<file path="config.mk">
export PLATFORM = sky130hd
export DESIGN_NAME = cam_fill_ctrl
export DESIGN_NICKNAME = d
export VERILOG_FILES = /design/src/rtl/cam_pkg.sv /design/src/rtl/cam_victim_sel.sv /design/src/rtl/cam_fill_ctrl.sv
export SDC_FILE = /design/constraint.sdc
export NUM_CORES = 1
export LEC_CHECK = 0
export ABC_AREA = 1
export BUFFER_PORTS_ARGS = -buffer_cell sky130_fd_sc_hd__buf_2
export CAP_MARGIN = 20
export CELL_PAD_IN_SITES_DETAIL_PLACEMENT = 0
export CELL_PAD_IN_SITES_GLOBAL_PLACEMENT = 1
export CORE_ASPECT_RATIO = 0.75
export CORE_MARGIN = 5
export CORE_UTILIZATION = 30
export DETAILED_ROUTE_END_ITERATION = 16
export GPL_TIMING_DRIVEN = 0
export MAX_ROUTING_LAYER = met4
export PLACE_DENSITY = 0.79
export REMOVE_ABC_BUFFERS = 1
export SYNTH_ARGS = -nofsm -noshare
export SYNTH_HDL_FRONTEND = slang
export SYNTH_SLANG_ARGS = --single-unit
export TNS_END_PERCENT = 50
</file>
<file path="constraint.sdc">
create_clock -name clk -period 4 [get_ports clk]
set_clock_uncertainty 0.05 [all_clocks]
set_input_delay 0.8 -clock clk [delete_from_list [all_inputs] [get_ports clk]]
set_output_delay 0.8 -clock clk [all_outputs]
set_load 0.01 [all_outputs]
</file>
<file path="src/rtl/cam_pkg.sv">
// Purpose: shared types and constants for the CAM refill controller.
// Latency: n/a (declarations only).
// Backpressure: n/a.
// Contents: FSM state enum, statistics counter width, saturating increment helper.
package cam_pkg;

    typedef enum logic [2:0] {
        IDLE,
        LOOKUP,
        MISS,
        FILL,
        RESP
    } cam_state_t;

    localparam int STATS_W = 16;

    // Counters stick at all-ones instead of wrapping back to zero.
    function automatic logic [STATS_W-1:0] sat_inc(input logic [STATS_W-1:0] v);
        return (&v) ? v : v + STATS_W'(1);
    endfunction

endpackage

</file>
<file path="src/rtl/cam_victim_sel.sv">
// Purpose: pick the CAM entry to overwrite on a refill.
// Latency: combinational, zero cycles.
// Backpressure: none; output follows inputs every cycle.
// Ports: valid_map (one shadow valid bit per entry), rr_ptr (round-robin
//        pointer) -> victim (entry index), all_valid (no free entry left).
module cam_victim_sel
    import cam_pkg::*;
#(
    parameter int WORDS     = 8,
    parameter int ADDR_LEFT = $clog2(WORDS) - 1
) (
    input  logic [WORDS-1:0]   valid_map,
    input  logic [ADDR_LEFT:0] rr_ptr,
    output logic [ADDR_LEFT:0] victim,
    output logic               all_valid
);

    localparam int AW = ADDR_LEFT + 1;

    logic [ADDR_LEFT:0] first_free;

    // Scan from the top down so the last assignment wins with the lowest
    // free index.
    always_comb begin
        first_free = '0;
        for (int i = WORDS - 1; i >= 0; i--) begin
            if (!valid_map[i]) begin
                first_free = AW'(i);
            end
        end
    end

    assign all_valid = &valid_map;
    assign victim    = all_valid ? rr_ptr : first_free;

endmodule

</file>
<file path="src/rtl/cam_fill_ctrl.sv">
// Purpose: CAM lookup front end that refills misses from memory and writes them back.
// Latency: hit responds 2 cycles after the request cycle; miss adds memory wait + 1 fill cycle.
// Backpressure: req_ready only in IDLE, one request in flight; requests elsewhere are dropped.
// Ports: clk/rst (async active-high); req_* lookup request; resp_* one-cycle
//        response; cam_* CAM read/write side; mem_* refill request/ack.
// Optional: define CAM_FILL_CTRL_STATS_EN to add saturating hit_cnt/miss_cnt outputs.
module cam_fill_ctrl
    import cam_pkg::*;
#(
    parameter int WORDS     = 8,
    parameter int BITS      = 8,
    parameter int TAG_SZ    = 8,
    parameter int ADDR_LEFT = $clog2(WORDS) - 1
) (
    input  logic                 clk,
    input  logic                 rst,
    // request
    input  logic                 req_valid,
    input  logic [TAG_SZ-1:0]    req_tag,
    output logic                 req_ready,
    // response
    output logic                 resp_valid,
    output logic [BITS-1:0]      resp_data,
    output logic                 resp_hit,
    // CAM side
    output logic                 cam_read,
    output logic [TAG_SZ-1:0]    cam_check_tag,
    input  logic                 cam_found_it,
    input  logic [BITS-1:0]      cam_data,
    output logic                 cam_write_,
    output logic [ADDR_LEFT:0]   cam_w_addr,
    output logic [BITS-1:0]      cam_wdata,
    output logic [TAG_SZ-1:0]    cam_new_tag,
    output logic                 cam_new_valid,
    // memory refill
    output logic                 mem_req,
    output logic [TAG_SZ-1:0]    mem_tag,
    input  logic                 mem_ack,
    input  logic [BITS-1:0]      mem_rdata
`ifdef CAM_FILL_CTRL_STATS_EN
    ,
    output logic [STATS_W-1:0]   hit_cnt,
    output logic [STATS_W-1:0]   miss_cnt
`endif
);

    localparam int                AW       = ADDR_LEFT + 1;
    localparam logic [ADDR_LEFT:0] LAST_IDX = AW'(WORDS - 1);

    cam_state_t          state, state_nxt;
    logic [TAG_SZ-1:0]   tag_q;
    logic [BITS-1:0]     data_q;
    logic                hit_q;
    logic [ADDR_LEFT:0]  rr_ptr;
    logic [WORDS-1:0]    valid_map;

    logic [ADDR_LEFT:0]  victim;
    logic                all_valid;

    cam_victim_sel #(
        .WORDS     (WORDS),
        .ADDR_LEFT (ADDR_LEFT)
    ) u_victim_sel (
        .valid_map (valid_map),
        .rr_ptr    (rr_ptr),
        .victim    (victim),
        .all_valid (all_valid)
    );

    // State register plus the datapath registers that move with it.
    always_ff @(posedge clk or posedge rst) begin
        if (rst) begin
            state     <= IDLE;
            tag_q     <= '0;
            data_q    <= '0;
            hit_q     <= 1'b0;
            rr_ptr    <= '0;
            valid_map <= '0;
        end else begin
            state <= state_nxt;
            case (state)
                IDLE: begin
                    if (req_valid) begin
                        tag_q <= req_tag;
                    end
                end
                LOOKUP: begin
                    hit_q <= cam_found_it;
                    if (cam_found_it) begin
                        data_q <= cam_data;
                    end
                end
                MISS: begin
                    if (mem_ack) begin
                        data_q <= mem_rdata;
                    end
                end
                FILL: begin
                    valid_map[victim] <= 1'b1;
                    // The pointer only moves when it actually chose the victim,
                    // so free-slot fills never disturb the rotation.
                    if (all_valid) begin
                        rr_ptr <= (rr_ptr == LAST_IDX) ? '0 : rr_ptr + AW'(1);
                    end
                end
                default: ;
            endcase
        end
    end

    // Next state and Moore outputs; everything not named in a state stays 0.
    always_comb begin
        state_nxt     = state;
        req_ready     = 1'b0;
        resp_valid    = 1'b0;
        resp_data     = '0;
        resp_hit      = 1'b0;
        cam_read      = 1'b0;
        cam_check_tag = '0;
        cam_write_    = 1'b0;
        cam_w_addr    = '0;
        cam_wdata     = '0;
        cam_new_tag   = '0;
        cam_new_valid = 1'b0;
        mem_req       = 1'b0;
        mem_tag       = '0;
        case (state)
            IDLE: begin
                req_ready = 1'b1;
                if (req_valid) begin
                    state_nxt = LOOKUP;
                end
            end
            LOOKUP: begin
                cam_read      = 1'b1;
                cam_check_tag = tag_q;
                state_nxt     = cam_found_it ? RESP : MISS;
            end
            MISS: begin
                mem_req = 1'b1;
                mem_tag = tag_q;
                if (mem_ack) begin
                    state_nxt = FILL;
                end
            end
            FILL: begin
                cam_write_    = 1'b1;
                cam_w_addr    = victim;
                cam_wdata     = data_q;
                cam_new_tag   = tag_q;
                cam_new_valid = 1'b1;
                state_nxt     = RESP;
            end
            RESP: begin
                resp_valid = 1'b1;
                resp_data  = data_q;
                resp_hit   = hit_q;
                state_nxt  = IDLE;
            end
            default: state_nxt = IDLE;
        endcase
    end

`ifdef CAM_FILL_CTRL_STATS_EN
    always_ff @(posedge clk or posedge rst) begin
        if (rst) begin
            hit_cnt  <= '0;
            miss_cnt <= '0;
        end else if (state == RESP) begin
            if (hit_q) begin
                hit_cnt <= sat_inc(hit_cnt);
            end else begin
                miss_cnt <= sat_inc(miss_cnt);
            end
        end
    end
`endif

endmodule

</file>
# ---- Word level (Yosys, flattened, before mapping)
# Cells that the tools add are included.
dict set report word_totals {
  memories 0
  latch_bits 0
  romBits 0
  inputBits 29
  wordCells 57
  reg_bits 31
  mem_bits_rw 0
  out_inout_bits 50
}
dict set report op_classes {
  order_cmp 2
  n_eq_ne 8
  div 0
  shift 0
  bitwise 1
  add_sub_neg 1
  reduce_logical 8
  mul 0
  mux 31
}
# cell count
set op_table {}
lappend op_table {{$mux W8} 7}
lappend op_table {{$mux W3} 14}
lappend op_table {{$pmux W8 S2} 1}
lappend op_table {{$pmux W3 S4} 1}
lappend op_table {{$reduce_and A9 Y1} 1}
lappend op_table {{$or A8 B8 Y8} 1}
lappend op_table {{$reduce_and A8 Y1} 1}
lappend op_table {{$mux W1} 7}
lappend op_table {{$eq A3 B2 Y1 const B} 2}
lappend op_table {{$eq A3 B3 Y1 const B} 2}
lappend op_table {{$ne A2 B2 Y1 const B} 3}
lappend op_table {{$lt A3 B4 Y1 const B} 1}
lappend op_table {{$reduce_and A2 Y1} 2}
lappend op_table {{$add A3 B1 Y3 const B} 1}
lappend op_table {{$demux W1 S3} 1}
lappend op_table {{$eq A3 B1 Y1 const B} 1}
lappend op_table {{$ge A3 B1 Y1 const B} 1}
lappend op_table {{$logic_not A3 Y1} 1}
lappend op_table {{$reduce_and A3 Y1} 1}
lappend op_table {{$reduce_bool A2 Y1} 1}
lappend op_table {{$logic_and A1 B1 Y1} 1}

# ---- Depth between registers and ports, before layout
# Gate-level depths: netlist (run 1).
dict set report depth {
  ltp_word 14
  ltp_mapped 11
  mapped_depth_nobuf 11
}

# ---- Hierarchy
# From an unflattened synthesis (run 1), not the netlist that was laid out.
dict set report hier_totals {
  cells_unflattened 247
  area_unflattened_um2 1732.9
}
# mod area_each_um2 cells_per_inst seq_area_each_um2 n_inst
set by_module_without_submodules {}
lappend by_module_without_submodules {cam_fill_ctrl 1620.3 223 775.7 1}
lappend by_module_without_submodules {cam_victim_sel 112.6 24 0.0 1}

# ---- Least setup slack after synthesis (run 1)
# OpenSTA, ideal clock, no wires.
dict set report synth_timing {
  path_kind {reg2out}
  start {register state[2]}
  end {output port resp_data[0]}
  path_buffers 0
  setup_slack_ns 1.809
  arrival_ns 1.341
  t_required_ns 3.150
  stages_incl_launch_ff 5
  path_cell_list {dfrtp_1 > inv_1 > nor3_1 > clkinv_1 > nor2_1}
}
dict set report synth_between {
  elab_chain_cells 2
}
# element line
set synth_rtl {}
lappend synth_rtl {{start, declared} cam_fill_ctrl.sv:50} ;# cam_state_t state, state_nxt;
lappend synth_rtl {{start signal, assigned} cam_fill_ctrl.sv:80} ;# state <= state_nxt;
lappend synth_rtl {{$eq A3 B3 Y1} cam_fill_ctrl.sv:127} ;# case (state)
lappend synth_rtl {{$mux W8} cam_fill_ctrl.sv:127}
lappend synth_rtl {{end, declared} cam_fill_ctrl.sv:23} ;# output logic [BITS-1:0] resp_data,
# No other way between the ends.

# ---- Final worst setup path (run 1)
dict set report layout_timing {
  start {register state[2]}
  end {output port cam_w_addr[1]}
}
dict set report layout_between {
  elab_chain_cells 2
}
# element line
set layout_rtl {}
lappend layout_rtl {{$eq A3 B2 Y1} cam_fill_ctrl.sv:127}
lappend layout_rtl {{$mux W3} cam_fill_ctrl.sv:127}
lappend layout_rtl {{end, declared} cam_fill_ctrl.sv:31} ;# output logic [ADDR_LEFT:0] cam_w_addr,
# No other way between the ends.

==> results of run 1 <==
critical path: stages (launching register included):
cell	delay [ns]
dfrtp_1	0.44
inv_1	0.12
nand3_1	0.65
inv_1	0.34
nand2_1	0.12
inv_1	0.07
buf_2	0.12
final timing paths:
check | end | cells past startpoint | slack (ns)
max | cam_w_addr[1] | 6 | 1.01
min | valid_map[7] | 2 | 0.43
max reg2reg | rr_ptr[1] | 4 | 1.72
min reg2reg | valid_map[7] | 2 | 0.43
max in group asynchronous | state[1] | 3 | 2.93
min in group asynchronous | valid_map[0] | 2 | 0.49
synthesized netlist by cell type (2+ instances only):
| library cell | n |
|---|---|
| nand2_1 | 63 |
| nor2_1 | 56 |
| inv_1 | 36 |
| dfrtp_1 | 31 |
| a21oi_1 | 9 |
| o21ai_0 | 8 |
| nand3_1 | 7 |
| buf_2 | 3 |
| buf_4 | 3 |
| nor3_1 | 3 |
| o21ai_1 | 3 |
| clkinv_1 | 2 |
| ha_1 | 2 |
| inv_2 | 2 |
| nand2_2 | 2 |
| nor4_1 | 2 |
| o21ai_2 | 2 |
per-stage QoR:
stage,util,hold slack (ns),instance area [um2]
finish,0.418,0.434,2270
global route,0.418,0.472,2270
CTS,0.418,0.439,2270
detailed placement,0.399,0.422,2170
global placement,0.394,0.410,2140
floorplan,-,0.397,1660
layer usage:
layer / share of wire / up-vias / global-route usage
met2: 0.42 / 66 / 0.209
met1: 0.48 / 687 / 0.162
met4: 0.0065 / 0 / 0.0374
li1: - / 886 / -
met5: 0 / - / -
met3: 0.097 / 4 / 0.0476
flip-flops by register name, summed over array words and instances, names as in the netlist:
register   cells
valid_map      8
state          3
tag_q          8
rr_ptr         3
data_q         8
hit_q          1
power groups by stage:
stage                     sequential (mW)  combinational, mW  clock (mW)
after global placement              0.500              0.786           0
after CTS                           0.502              0.800       0.280
after detailed placement            0.506              0.799           0
after global routing                0.518              0.900       0.292
final                               0.502              0.786       0.268
after floorplan                     0.491              0.533           0
final cells by class:
type / count / area, um2
clock buffers: 8 / 100
fillers: 574 / 3170
inverters: 40 / 150
multi-input cells: 163 / 734
flip-flops and latches: 31 / 776
well taps: 75 / 93.8
repair buffers: 79 / 418
cell usage in the layout (no fill, tap or decap), types with 2 or more instances in the layout:
| cell type | netlist | layout |
|---|---|---|
| buf_2 | 3 | 78 |
| nor3_1 | 3 | 3 |
| clkbuf_8 | 0 | 7 |
| a21oi_1 | 9 | 9 |
| nand2_1 | 63 | 63 |
| o21ai_2 | 2 | 2 |
| o21ai_0 | 8 | 8 |
| clkinv_1 | 2 | 2 |
| dfrtp_1 | 31 | 31 |
| ha_1 | 2 | 2 |
| nor2_1 | 56 | 56 |
| nand3_1 | 7 | 7 |
| inv_1 | 36 | 36 |
| nor4_1 | 2 | 2 |
| nand2_2 | 2 | 2 |
| inv_2 | 2 | 2 |
| o21ai_1 | 3 | 3 |
cells by family after synthesis:
group | after synthesis | share of synthesized area
AND/OR/NAND/NOR | 136 | 0.325
buffers and inverters | 47 | 0.116
flip-flops | 31 | 0.454
AO/OA/AOI/OAI | 24 | 0.0835
adder cells (fa/ha/maj) | 2 | 0.0146
multiplexers | 1 | 0.00659
==> run metrics, run 1 <==
status finished clean; Port-buffer cells 78; Hold WC Path Type reg -> reg; clk_lat worst skew 0.28 ns; Initial Util 0.314; P per Cell Area 685 mW/mm2; fin cells 396; Std-Cell Rows 23; Final Cycle Share 0.748; Placed Cells 388; Primary FF master, synth dfrtp_1; total power 1.56 mW; vias 1,643; Combinational Power Share 0.505; worst slew pin tran 0.937 ns; Max-Cap Viols 0; crit end category output port; register share of total power 0.322; Critical Path RT 3.15 ns; setup bufs post-CTS 0; first-pass GRT wire length 7480 um; Setup crit start kind flip-flop; clock sink count 31; number of global-route vias before repair 1,592; Cell Area, Synth 0.00171 mm2; beginning of the worst hold path valid_map[7]; top cell type's share of synthesized area 0.454; Die ar. 0.00732 mm2; PostCTS Resize Cnt 0; Final Critical Period 2.99 ns; post-DR vias/cell 4.15; DIE WIDTH 97.2 um; hold buffer count at CTS 0; maximum net fanout on the critical path 21; initial antenna violation count 0; Synth cell types 24; internal power 859 uW; Final WS setup 1.01 ns; Detail Placement HPWL 3410 um; CTS tree done; area delta synth->final 32.9%; post-synthesis sequential area ratio 0.454; pre-CTS WS 1.29 ns; core area 0.00544 mm2; synthesis-stage register bit count 31; Ys Warns 0; Synth Area per Inst 7.09 um2; Max-slew headroom 0.373; Pleak 1.39 nW; Clk pwr share 0.172; peak supply drop 0.200 mV; FMAX 334 MHz; Switching Fraction 0.448; drt total wl 4450 um; EDFF count, synth 0; die height 75.4 um; cell taking the most area after synthesis dfrtp_1; asr flop ratio synth 1.00; Final Hold Viols 0; wire per inst 11.2 um; final setup violation count 0; WP data arrival 2.14 ns; CP startpoint state[2]; Pre-antenna DRT Iters 4; drc violations 0; Nets 351; ranking of synthesized cells by area dfrtp_1 45%, nand2_1 14%, nor2_1 12%, inv_1 7.9%, a21oi_1 2.6%; Synth Instances 241; CTS clk-pin slew, worst paths 0.06 ns; H-tree levels 2; Setup TNS 0 ns; Total GRT Usage 0.132; share of cells above drive strength 1 0.305; total CTS buffers 5; Clock Tree Buf Depth 2; WS Path Type reg -> out; initial DRC count 70; antenna viol nets, final 0; fin. max-slew vios 0; Routability Congestion 0.779; I/O pin total 79; # diodes 0; RSZ-0062 raised after global routing false; gr ovfl total 0; largest net degree at the start of global routing 22; reg2reg start state[2]; Net Switching 698 uW; Root Buffer clkbuf_8
No activity file was read; power rests on OpenSTA's default activity.
==> run 2: changes to the inputs <==
==> constraint.sdc (replaced) <==
create_clock -name clk -period 2.98 [get_ports clk]
set_clock_uncertainty 0.05 [all_clocks]
set_input_delay 0.596 -clock clk [delete_from_list [all_inputs] [get_ports clk]]
set_output_delay 0.596 -clock clk [all_outputs]
set_load 0.01 [all_outputs]
==> run 2 against run 1 <==
Compared with the run above: via count about the same; critical path depth decreased by 2; utilization increased by 0.092 points; cell count unchanged; wire length about the same; count of clock-buffer cells in the layout unchanged; hold slack got worse by 0.15 ns; flip-flop and latch count unchanged; clock power increased by 34%; critical path type unchanged; non-clock buffer count unchanged.
==> run metrics, run 2 (synthesis results as in run 1) <==
initial DRC count 66; die height 75.4 um; Max-Cap Viols 0; crit end category output port; register share of total power 0.323; Initial Util 0.314; P per Cell Area 918 mW/mm2; Placed Cells 388; Hold WC Path Type in -> async; Net Switching 938 uW; commonest non-fill, non-tap cells in the layout 78 x buf_2, 63 x nand2_1, 56 x nor2_1; CTS clk-pin slew, worst paths 0.06 ns; clk_lat worst skew 0.28 ns; Detail Placement HPWL 3410 um; hold buffer count at CTS 0; setup bufs post-CTS 0; # diodes 0; total CTS buffers 5; Clock Tree Buf Depth 2; WHS 0.286 ns; worst slew pin tran 0.884 ns; Std-Cell Rows 23; most common cell after layout, fill and taps aside buf_2; share of cells above drive strength 1 0.308; CTS tree done; vias 1,644; Combinational Power Share 0.505; gr ovfl total 0; internal power 1.15 mW; maximum net fanout on the critical path 20; Max-slew headroom 0.409; Setup crit start kind flip-flop; Nets 351; WS Path Type reg -> out; clock sink count 31; R2R depth 6; post-DR vias/cell 4.15; Final Cycle Share 0.900; drt total wl 4450 um; Final WS setup 0.297 ns; I/O pin total 79; Root Buffer clkbuf_8; Total GRT Usage 0.132; Regs by FF count data_q x8, tag_q x8, valid_map x8; drc violations 0; Clk pwr share 0.172; Port-buffer cells 78; antenna viol nets, final 0; final setup violation count 0; Switching Fraction 0.449; FMAX 373 MHz; area delta synth->final 33.2%; largest net degree at the start of global routing 22; initial antenna violation count 0; first-pass GRT wire length 7480 um; fin. max-slew vios 0; reg2reg start state[2]; Fill cells 574; H-tree levels 2; status finished clean; Die ar. 0.00732 mm2; Final Critical Period 2.68 ns; flop2flop setup slack 0.72 ns; peak supply drop 0.270 mV; Critical Path RT 2.33 ns; WP data arrival 2.04 ns; wire per inst 11.2 um; Setup TNS 0 ns; Pre-antenna DRT Iters 4; Final Hold Viols 0; fin cells 396; RSZ-0062 raised after global routing false; FF-to-FF End data_q[6]; pre-CTS WS 0.472 ns; core area 0.00544 mm2; DIE WIDTH 97.2 um; Routability Congestion 0.779; Pleak 1.39 nW; number of global-route vias before repair 1,592
[run 2: timing repair]
| item | in CTS | in global routing |
|---|---|---|
| gates resized for setup | 0 | 1 |
| endpoints found under the hold margin | 0 | 0 |
| setup endpoints to repair | 0 | 2 |
[run 2: metrics by stage]
stage | total power [mW] | utilization | instance area, um2
5_1_grt | 2.30 | 0.419 | 2280
3_3_place_gp | 1.73 | 0.394 | 2140
6_report | 2.09 | 0.419 | 2280
3_5_place_dp | 1.75 | 0.399 | 2170
4_1_cts | 2.12 | 0.418 | 2270
2_1_floorplan | 1.37 | - | 1660
[run 2: cell type report]
cell class	count	area (um2)	area share
Tap cell	75	93.8	0.0412
Clock buffer	8	100	0.0440
Inverter	40	150	0.0659
Multi-Input combinational cell	163	739	0.325
Timing Repair Buffer	79	418	0.184
Sequential cell	31	776	0.341
[run 2: worst max path at each step]
stage	start	to	slack, ns	cells after the start
after global routing	state[2]	mem_req	0.05	4
after floorplan	state[2]	cam_w_addr[1]	0.87	5
final	state[2]	mem_req	0.30	4
after global placement	state[2]	cam_w_addr[1]	0.47	6
after CTS	state[2]	cam_w_addr[1]	0.16	6
after detailed placement	state[2]	cam_w_addr[1]	0.47	6
[run 2: critical path: stages (launching register included)]
cell and delay, ns:
dfrtp_1 0.44, inv_1 0.13, nand3_1 0.63, inv_2 0.38, buf_2 0.18
[run 2: routing by layer]
layer  routed length (um)  part of all wire  GRT usage  up-vias
met1                 2150              0.48      0.162      690
met2                 1880              0.42      0.209       63
li1                     -                 -          -      887
met3                  393             0.088     0.0476        4
met5                    0                 0          -        -
met4                   29            0.0065     0.0374        0
[run 2: power by group through the flow]
stage,registers [mW],clock network (mW),logic (mW)
after floorplan,0.659,0,0.715
after global placement,0.672,0,1.06
after detailed placement,0.680,0,1.07
after CTS,0.674,0.376,1.07
after global routing,0.697,0.391,1.21
final,0.676,0.360,1.06
